### src/rtl/bin2bcd_seq.sv
// bin2bcd_seq: sequential shift-and-add-3 (double-dabble) binary-to-BCD converter.
// One input bit is consumed per clock; valid/ready handshakes on both sides.
module bin2bcd_seq #(
    parameter int unsigned BIN_W  = 8,
    parameter int unsigned DIGITS = 3
) (
    input  logic                  clk,
    input  logic                  rst,
    input  logic                  in_valid,
    output logic                  in_ready,
    input  logic [BIN_W-1:0]      in_bin,
    output logic                  out_valid,
    input  logic                  out_ready,
    output logic [4*DIGITS-1:0]   out_bcd,
    output logic                  busy
);

    localparam int unsigned BCD_W = 4 * DIGITS;
    localparam int unsigned SH_W  = BCD_W + BIN_W;
    localparam int unsigned CNT_W = $clog2(BIN_W + 1);

    // True when DIGITS decimal digits can hold every BIN_W-bit value.
    function automatic bit capacity_ok(input int unsigned b, input int unsigned d);
        real r;
        r = 1.0;
        for (int unsigned i = 0; i < b; i++) r = r * 2.0;
        for (int unsigned i = 0; i < d; i++) r = r / 10.0;
        return (b >= 1) && (r <= 1.0);
    endfunction

    if (!capacity_ok(BIN_W, DIGITS)) begin : g_param_check
        $error("bin2bcd_seq: need BIN_W >= 1 and 10**DIGITS >= 2**BIN_W");
    end

    typedef enum logic [1:0] {
        S_IDLE  = 2'd0,
        S_SHIFT = 2'd1,
        S_DONE  = 2'd2
    } state_t;

    state_t             state;
    logic [BCD_W-1:0]   bcd_reg;
    logic [BIN_W-1:0]   bin_reg;
    logic [CNT_W-1:0]   cnt;
    logic [BCD_W-1:0]   adj_c;
    logic [SH_W-1:0]    sh_c;
    logic [BCD_W-1:0]   bcd_next;
    logic [BIN_W-1:0]   bin_next;

    // Ready only while idle; held low during reset so nothing is accepted under rst.
    assign in_ready = (state == S_IDLE) && !rst;

    // One double-dabble step: add 3 to every digit >= 5, then shift {scratch,binary} left.
    always_comb begin
        adj_c = bcd_reg;
        for (int unsigned i = 0; i < DIGITS; i++) begin
            if (bcd_reg[4*i +: 4] >= 4'd5) begin
                adj_c[4*i +: 4] = bcd_reg[4*i +: 4] + 4'd3;
            end
        end
        sh_c = {adj_c, bin_reg} << 1;
    end

    assign bcd_next = sh_c[SH_W-1 -: BCD_W];
    assign bin_next = sh_c[BIN_W-1:0];

    // Control FSM, scratch registers and registered outputs.
    always_ff @(posedge clk) begin
        if (rst) begin
            state     <= S_IDLE;
            bcd_reg   <= '0;
            bin_reg   <= '0;
            cnt       <= '0;
            out_valid <= 1'b0;
            out_bcd   <= '0;
            busy      <= 1'b0;
        end else begin
            case (state)
                S_IDLE: begin
                    if (in_valid && in_ready) begin
                        bin_reg <= in_bin;
                        bcd_reg <= '0;
                        cnt     <= CNT_W'(BIN_W);
                        busy    <= 1'b1;
                        state   <= S_SHIFT;
                    end
                end
                S_SHIFT: begin
                    bcd_reg <= bcd_next;
                    bin_reg <= bin_next;
                    cnt     <= cnt - CNT_W'(1);
                    if (cnt == CNT_W'(1)) begin
                        out_bcd   <= bcd_next;
                        out_valid <= 1'b1;
                        busy      <= 1'b0;
                        state     <= S_DONE;
                    end
                end
                S_DONE: begin
                    if (out_ready) begin
                        out_valid <= 1'b0;
                        state     <= S_IDLE;
                    end
                end
                default: begin
                    state     <= S_IDLE;
                    out_valid <= 1'b0;
                    busy      <= 1'b0;
                end
            endcase
        end
    end

endmodule

### config.mk
export PLATFORM = sky130hd
export DESIGN_NAME = bin2bcd_seq
export DESIGN_NICKNAME = d
export VERILOG_FILES = /design/src/rtl/bin2bcd_seq.sv
export SDC_FILE = /design/constraint.sdc
export NUM_CORES = 1
export LEC_CHECK = 0
export CAP_MARGIN = 20
export CORE_UTILIZATION = 51
export CTS_BUF_LIST = sky130_fd_sc_hd__clkbuf_4
export DETAILED_ROUTE_END_ITERATION = 10
export GPL_TIMING_DRIVEN = 0
export HOLD_SLACK_MARGIN = 0.12
export PLACE_DENSITY = 0.78
export SYNTH_ARGS = -nofsm -noshare
export SYNTH_HDL_FRONTEND = slang
export SYNTH_SLANG_ARGS = --single-unit
### constraint.sdc
create_clock -name clk -period 1.5 [get_ports clk]
set_clock_uncertainty 0.1 [all_clocks]
set_input_delay 0.225 -clock clk [delete_from_list [all_inputs] [get_ports clk]]
set_output_delay 0.225 -clock clk [all_outputs]
set_load 0.02 [all_outputs]
-- After elaboration in Yosys (flattened, before gate mapping)
Cells that the tools add are included.
- bitwise gates (word level): 2
- equality and inequality tests: 6
- add/subtract/negate cells: 4
- mux-type cells: 19
- $lt $le $gt $ge: 3
- reductions and logical operators: 10
- operators with widths (cell ; count):
    $pmux 12 s2 ; 1
    $pmux 8 s2 ; 1
    $ge 4x3->1 const B ; 3
    $mux 12 ; 1
    $mux 4 ; 3
    $reduce_and 3->1 ; 3
    $add 4x2->4 const B ; 2
    $mux 8 ; 1
    $pmux 4 s2 ; 1
    $mux 2 ; 3
    $pmux 1 s3 ; 2
    $pmux 2 s3 ; 1
    $eq 4x1->1 const B ; 1
    $mux 1 ; 4
    $ne 2x2->1 const B ; 2
    $reduce_and 2->1 ; 2
    $sub 4x1->4 const B ; 1
    $add 3x2->3 const B ; 1
    $mux 3 ; 1
    $eq 2x1->1 const B ; 1
    $eq 2x2->1 const B ; 1
    $logic_and 1x1->1 ; 2
    $logic_not 2->1 ; 1
    $ne 2x1->1 const B ; 1
    other kinds (3) ; 4
- word-level logic and storage cells: 51
- output and inout port bits: 15
- input bits: 12
- register bits: 40

-- Longest topological paths before layout
- word-level depth: 5
- gate-level depth with buffers: 7

-- Least setup slack after synthesis
Ideal clock, no wire load.
- path type: reg2reg
- from: reg bcd_reg[4]
- to: reg bcd_reg[6]
- arrival time: 1385 ps
- required time: 1308 ps
- stages on the path, launching flop included: 7
- path slack: -77 ps
- path buffers: 0
- clock period less this slack: 1577 ps
- cell sequence: dfxtp_1 inv_1 ha_1 nand2b_1 a21oi_1 mux2_2 o32ai_1
- word-level cells in the longest chain between the ends: 3
- RTL lines (element ; line ; RTL):
    start: declaration ; 42 ; logic [BCD_W-1:0] bcd_reg;
    start signal: assignment ; 89 ; bcd_reg <= bcd_next;
    $add 4x2->4 or $ge 4x3->1 (tied branches) ; 58, 57 ;
    $mux 4 (*) ; 57 ; if (bcd_reg[4*i +: 4] >= 4'd5) begin
    $pmux 12 s2 (*) ; 78 ; case (state)
Mark *: on every way between the ends. The rest lies on a longest branch, timed or not.
A chain may end at the register's enable or synchronous reset.

-- Worst setup path in the final report
Ends and elaborated chain as after synthesis.

==> impl_metrics.toml <==
[global_route]
grt_max_degree = 13
grt_usage = 0.227
grt.overflow.total = 0
antenna_found_initial = 0
grt_pass1_wl_mm = 7.23
grt_pass1_vias = 1554

[yosys]
synth_area_leaders = "dfxtp_1 (40%), ha_1 (5.0%), a21oi_1 (3.8%)"
ys_async_sr_fraction = 0
synthFlopType = "dfxtp_1"
synth_warnings = 0
ys_types = 41
yosysTopAreaCell = "dfxtp_1"
syn_area_per_cell_um2 = 9.31
synth_area_mm2 = 0.00199
syn_inst = 214
syn_nets = 234
synth_seq_cells = 40
synth-seq-area-share = 0.402
synth_top_area_share = 0.402
synth_edf_count = 0

[sta]
rsz0062_at_grt = "yes"
period_share = 1.02
worst_slack_ns = -0.0226
worst_slew_pin_slew_ns = 0.653
fmax_mhz = 657
finalSetupViolCount = 5
slew_violations = 0
finalHoldViolations = 0
slew_headroom = 0.565
period_minus_slack_ns = 1.52

[route]
ant_nets = 0
route.detailed.drc = 0
wire_per_inst_um = 15.3
wl_mm = 4.73
first_pass_iters = 4
via_per_inst = 5.63
vias = 1741
drt_iter0_drc = 94

[final_layout]
syn2layout_area_growth_pct = 37.3
n_antenna_cell = 0
drive_gt1_frac = 0.372
layout.nets = 280
stdcell_area_mm2 = 0.00274
fin_util = 0.736

[worst_setup_path]
cp.arrival_ns = 1.72
r2r_slack_ns = -0.02
worst_setup_path_end_kind = "register"
cp_num_cells = 6
crit_start = "bcd_reg[4]"
endpoint = "bcd_reg[6]"
crit_path_max_incr_delay_ns = 0.37
crit_family = "flip-flops"
crit_fanout = 5
critical_path_buf_inv_count = 1
reg2regPathDepth = 6
r2r-end = "bcd_reg[6]"
start_kind = "register"
cp.required_ns = 1.70
path_class = "register to register"
r2r_start = "bcd_reg[4]"
critPathSlowestCell = "dfxtp_2"
cp_cell_sequence = "inv_2, ha_4, nand2b_4, a21oi_4, mux2_4, o32ai_2"

[power]
ir_worst_vdd_uv = 769
p_leak_nw = 1.03
powerDensity_mw_per_mm2 = 854

[outcome]
violations = "setup timing"
status = "complete, but fails checks"

[floorplan]
die_h_um = 64.5
io_pins = 27
die_area_mm2 = 0.00416
placementRows = 22
core-area_mm2 = 0.00372
initial_utilization = 0.536
die_w_um = 64.5

[placement]
portBuffers = 25
dp_hpwl_mm = 2.78
placed_area_mm2 = 0.00232
gp_congestion = 0.864

[clock_tree]
cts_num_sinks = 40
cts_root_buf = "clkbuf_4"
clockBufferDepth = 2
tritoncts = "yes"
clk_pin_slew_worst_paths_ns = 0.13
htreeDepth = 2
cts_inserted_buffers = 5
insertion_delay_ns = 0.37

[job]
cap_violations = 0

[min_path]
holdCritPathClass = "primary input to register"
whs_path_depth = 3
==> timing repair <==
item | in CTS | in global routing
setup endpoints to repair | 32 | 23
gates cloned | 0 | 1
pin swaps | 5 | 10
buffers inserted | 3 | 10
hold buffers | 1 | 0
resized for setup | 44 | 31
endpoints found under the hold margin | 1 | 0
==> metrics by stage <==
step	total power, mW	hold slack, ns	setup TNS [ns]	setup slack, ns	instances
floorplan	1.44	0.287	-0.0157	-0.0157	214
global placement	1.54	0.347	-4.84	-0.329	287
detailed placement	1.55	0.350	-5.61	-0.346	287
CTS	2.29	0.122	-0.0591	-0.0591	299
global route	2.44	0.140	-0.759	-0.0946	309
finish	2.34	0.134	-0.0649	-0.0226	309
==> synthesized netlist by cell type (5+ instances only) <==
library cell	instances
a21oi_1	15
buf_6	5
dfxtp_1	40
ha_1	8
inv_1	12
nand2_1	18
nand3b_1	6
nor2_1	20
nor3_1	7
nor3b_1	5
o21ai_0	8
o32ai_1	8
==> cell usage in the layout, fill, tap and decap left out, drive strengths merged, types with 2 or more instances in the layout <==
cell,n
a211oi,7
a21oi,15
a311oi,7
buf,23
clkbuf,11
clkdlybuf4s50,10
dfxtp,40
dlygate4sd2,14
ha,8
inv,13
mux2,3
nand2,18
nand2b,6
nand3,4
nand3b,6
nor2,23
nor2b,2
nor3,9
nor3b,6
o21ai,15
o32ai,8
xnor2,3
==> metal layers <==
| layer | vias to the layer above | global-route usage | share of wire |
|---|---|---|---|
| met4 | 0 | 0.0806 | 0.014 |
| met2 | 37 | 0.371 | 0.51 |
| li1 | 851 | - | - |
| met1 | 845 | 0.280 | 0.44 |
| met5 | - | 0 | 0 |
| met3 | 8 | 0.0704 | 0.039 |
==> report_power, final <==
part	switching, mW	total, mW	internal [mW]
clock network	0.379	0.747	0.368
registers	0.0431	1.16	1.11
logic	0.229	0.433	0.203
total	0.652	2.34	1.68
==> logic make-up (layout without fill, tap and decap cells) <==
kind of cell / Yosys count / after routing / synth area share
buffers and inverters: 27 / 74 / 0.0810
AOI/OAI and AO/OA: 57 / 57 / 0.221
xor gates and xnor gates: 3 / 3 / 0.0132
adders and majority gates: 8 / 8 / 0.0502
and+or+nand+nor: 76 / 76 / 0.216
DFF: 40 / 40 / 0.402
muxes: 3 / 3 / 0.0169
==> worst min-delay path by stage <==
stage	from	slack [ns]	end
floorplan	in_bin[1]	0.29	bin_reg[1]
global placement	rst	0.35	state[0]
detailed placement	rst	0.35	state[0]
CTS	rst	0.12	out_bcd[10]
global route	rst	0.14	out_bcd[10]
finish	rst	0.13	out_bcd[10]
==> cell type report <==
cell class	count	area [um^2]
Multi-Input combinational cell	147	1240
Fill cell	296	980
Sequential cell	40	818
Timing Repair Buffer	40	370
Buffer	13	115
Tap cell	48	60.1
Inverter	13	53.8
Clock buffer	6	45.0
Clock inverter	2	35.0
==> tightest hold or removal path: stages <==
cell and delay (ns):
buf_6 0.11, nand2b_4 0.18, o21ai_2 0.05
No activity file was read; power rests on OpenSTA's default activity.
==> patch 1, RTL diff (same settings) <==
The parameter `BIN_W` goes from 8 to 4.
--- a/src/rtl/bin2bcd_seq.sv
+++ b/src/rtl/bin2bcd_seq.sv
@@ -1,7 +1,7 @@
 // bin2bcd_seq: sequential shift-and-add-3 (double-dabble) binary-to-BCD converter.
 // One input bit is consumed per clock; valid/ready handshakes on both sides.
 module bin2bcd_seq #(
-    parameter int unsigned BIN_W  = 8,
+    parameter int unsigned BIN_W  = 4,
     parameter int unsigned DIGITS = 3
 ) (
     input  logic                  clk,
Interface: changed (resized in_bin); port bits go from 27 to 23. No check against the original RTL was run, so the function may have changed too.
==> patch 1 against the unedited design <==
The flow still finishes with violations (setup timing). Highest routed layer unchanged. Cell area fell by 14%. Sequential cell count down 5. Wire length shrank 2.6%. First-iteration DRC count down 14%. Largest cell class unchanged. Power fell by 21%. Worst setup slack got worse by 0.015 ns. Synthesized area fell by 17%. Via count down 9.6%.
==> patch 1: results (changes against the unedited design) <==
pwr-share-seq: 0.536  # +0.041
fin_nets: 245  # -13%
setup_slack_ns: -0.0374  # -0.0148 ns
violations: "setup timing"
grt_pass1_vias: 1413  # -9.1%
multi_input_area_share: 0.455  # +0.00279
stdcell_area_um2: 2360  # -14%
die-area_um2: 3470  # -17%
via_per_inst: 5.74  # +1.9%
clock_sinks: 35  # -13%
gr-usage-met2: 0.424  # +0.0526
met3_usage: 0.0747  # +0.00430
io_buffer_count: 22  # -12%
hold_path_end: "state[0]"
clk_share: 0.0223  # -0.00699
buf_share: 0.174  # -0.00297
num_vias: 1573  # -9.6%
post-place-ws_ns: -0.947  # -0.601 ns
power_switching_mw: 0.543  # -17%
wl_met3_um: 209  # +15%
drt-met1-wl_um: 1970  # -4.8%
status: "complete, but fails checks"
clock_power_mw: 0.529  # -29%
min-delay-start: "in_valid"
met2_length_um: 2320  # -3.6%
grt_util_all_layers: 0.256  # +0.0291
hold_slack_ns: 0.223  # +0.0894 ns
synth-xor-area-share: 0.0159  # +0.00275
multi_input_gates: 130  # -12%
path_max_fanout: 4  # -1
max_slew.worst_pin.slew_ns: 0.532  # -0.122 ns
drt-total-wl_um: 4600  # -2.6%
power.share.switching: 0.294  # +0.0152
yosys-top-cells-area: "dfxtp_1 (42%), ha_1 (6.1%), nor2_1 (5.2%)"
synthAdderAreaFrac: 0.0607  # +0.0105
reg2reg_from: "bcd_reg[1]"
drive_above_1_share: 0.370  # -0.00208
clkTransAtPathRegs_ns: 0.11  # -0.02 ns
peakVddDrop_uv: 747  # -2.8%
regArea_um2: 718  # -12%
nNonClkInverters: 10  # -3
synthTopCellsByCount: "dfxtp_1 (35), nor2_1 (23), a21oi_1 (13)"
p_leak_nw: 0.919  # -11%
fillers: 218  # -26%
finalSetupViolations: 2  # -3
regToRegEndpoint: "out_bcd[2]"
tns_ns: -0.0526  # +0.0123 ns
synth-seq-area-share: 0.425  # +0.0231
initialDrtViolationCount: 81  # -14%
syn_nets: 202  # -14%
grtUsageMet1: 0.306  # +0.0258
gp_congestion: 0.826  # -4.4%
root_buffer: "clkbuf_4"
syn_inst: 186  # -13%
buffers: 47  # -11%
synth.area.mux_share: 0.0266  # +0.00961
yosysUniqueCellTypes: 36  # -12%
grt_first_pass_wirelength_um: 6480  # -10%
hpwl_um: 2510  # -9.7%
## patch 1: cell count changes after synthesis, sizes merged, moves of 3 or more
cell and change:
a311oi -5, buf -5, dfxtp -5, inv -3, nand2 -12, nand2b +5
nor3 -5, o21ai -6, o22ai +7, o32ai -3
## patch 1: worst max-delay path by stage
stage,end,slack [ns],from
after floorplan,bcd_reg[2],0.002,bcd_reg[1]
after CTS,in_ready,-0.06,state[1]
after global placement,in_ready,-0.94,rst
after detailed placement,in_ready,-0.95,rst
after global routing,out_bcd[2],-0.04,bcd_reg[1]
final,out_bcd[2],-0.04,bcd_reg[1]
## patch 1: repair_timing
item,CTS,global route
hold buffers,0,0
gates resized for setup,61,36
pin swaps,3,8
buffers inserted,6,9
setup endpoints to repair,37,22
gates cloned,0,0
==> patch 2, RTL diff (same settings) <==
Made on the original files. Reset style: asynchronous (`rst`), changed in one clocked block.
--- a/src/rtl/bin2bcd_seq.sv
+++ b/src/rtl/bin2bcd_seq.sv
@@ -65,7 +65,7 @@
     assign bin_next = sh_c[BIN_W-1:0];
 
     // Control FSM, scratch registers and registered outputs.
-    always_ff @(posedge clk) begin
+    always_ff @(posedge clk or posedge rst) begin
         if (rst) begin
             state     <= S_IDLE;
             bcd_reg   <= '0;
Function: differs if rst is asserted again (counterexample within 4 cycles, from zero or initial values and one cycle with rst high); with rst held inactive, the same outputs for 10 cycles.
==> patch 2 against the unedited design <==
The run still ends with setup timing left. Wire length grew 17%. Non-clock buffer count is the same. Cell count shrank 6.1%. Synthesized area shrank 3.9%. Sequential cell count is the same. Hold slack gained 0.18 ns. Cell area grew 0.50%. Synthesized cell count shrank 11%. First-iteration DRC count grew 24%. Worst setup slack lost 0.077 ns. Via count shrank 2.7%. Critical path type unchanged.
Power is not compared: it rests on default switching activity, and its combinational part moved more than twofold at a synthesized area within 25%.
==> patch 2: results (changes against the unedited design) <==
status: "complete, but fails checks"
violations: "setup timing"
finalSetupViolations: 17  # +12
synthTopCellsByCount: "dfrtp_1 (40), nand2_1 (27), o21ai_0 (21)"
synth-seq-area-share: 0.523  # +0.121
grt_util_all_layers: 0.236  # +0.00900
path_max_fanout: 4  # -1
setup_slack_ns: -0.0994  # -0.0768 ns
gp_congestion: 0.792  # -8.3%
grt_pass1_vias: 1550  # -0.26%
post-place-ws_ns: -0.340  # +0.00551 ns
critPathLaunch: "bcd_reg[0]"
via_per_inst: 5.84  # +3.7%
tns_ns: -0.909  # -0.844 ns
yosys-top-cells-area: "dfrtp_1 (52%), o21ai_0 (5.5%), nand2_1 (5.3%)"
slowest_delay_ns: 0.47  # +0.10 ns
ys.flop_type: "dfrtp_1"
io_buffer_count: 26  # +4.0%
initialDrtViolationCount: 117  # +24%
grt_max_degree: 41  # +28
yosysUniqueCellTypes: 32  # -22%
grt_first_pass_wirelength_um: 7140  # -1.2%
fin_nets: 263  # -6.1%
hpwl_um: 2790  # +0.64%
syn_nets: 211  # -9.8%
ys_async_sr_fraction: 1.00  # +1.00
slew-limit-headroom: 0.447  # -0.118
patch 2: final cells by class:
class / count / area (um^2)
Sequential cell: 40 / 1010
Clock inverter: 1 / 3.75
Multi-Input combinational cell: 127 / 1070
Clock buffer: 7 / 52.6
Buffer: 8 / 72.6
Fill cell: 216 / 718
Timing Repair Buffer: 45 / 423
Inverter: 16 / 60.1
Tap cell: 46 / 57.6
patch 2: per-layer routing:
metal,vias to the layer above,GRT usage,share of wire
met5,-,0,0
met2,80,0.394,0.52
met1,833,0.279,0.38
met3,26,0.0489,0.058
met4,0,0.142,0.036
li1,755,-,-
patch 2: repair_timing:
action | 4_1_cts | 5_1_grt
hold buffers | 0 | 0
buffers inserted | 10 | 7
pin swaps | 7 | 19
setup endpoints to repair | 35 | 32
gates resized for setup | 42 | 51
endpoints found under the hold margin | 0 | 0
cloned | 0 | 2
patch 2: kinds of logic after synthesis:
kind of cell	Yosys count	share of synthesized area
AO/OA/AOI/OAI	57	0.174
XOR/XNOR	5	0.0229
adder cells (fa/ha/maj)	8	0.0523
buffers and inverters	24	0.0607
flip-flops	40	0.523
multiplexers	4	0.0255
AND/OR/NAND/NOR	53	0.142
patch 2: report_power, final:
group,leakage (nW),switching (mW),internal [mW],total (mW)
registers,0.492,0.507,1.56,2.06
clock network,0.0338,0.365,0.217,0.582
logic,0.740,1.95,1.66,3.61
total,1.27,2.82,3.43,6.25
patch 2: how the worst min path moves through the flow:
stage                  to  slack, ns  cells past startpoint
2_1_floorplan   out_valid       0.28                      2
3_3_place_gp   out_bcd[8]       0.36                      2
3_5_place_dp         busy       0.37                      2
4_1_cts        bin_reg[2]       0.35                      3
5_1_grt        bin_reg[5]       0.34                      3
6_report           cnt[0]       0.31                      2
patch 2: per-stage QoR:
step | power [mW] | cell area (um^2) | instances | hold WS [ns] | utilization
6_report | 6.25 | 2750 | 290 | 0.314 | 0.793
3_3_place_gp | 4.41 | 2280 | 263 | 0.361 | 0.657
3_5_place_dp | 4.58 | 2280 | 263 | 0.367 | 0.657
4_1_cts | 5.45 | 2480 | 281 | 0.349 | 0.715
2_1_floorplan | 3.74 | 1960 | 191 | 0.282 | -
5_1_grt | 6.59 | 2750 | 290 | 0.344 | 0.793
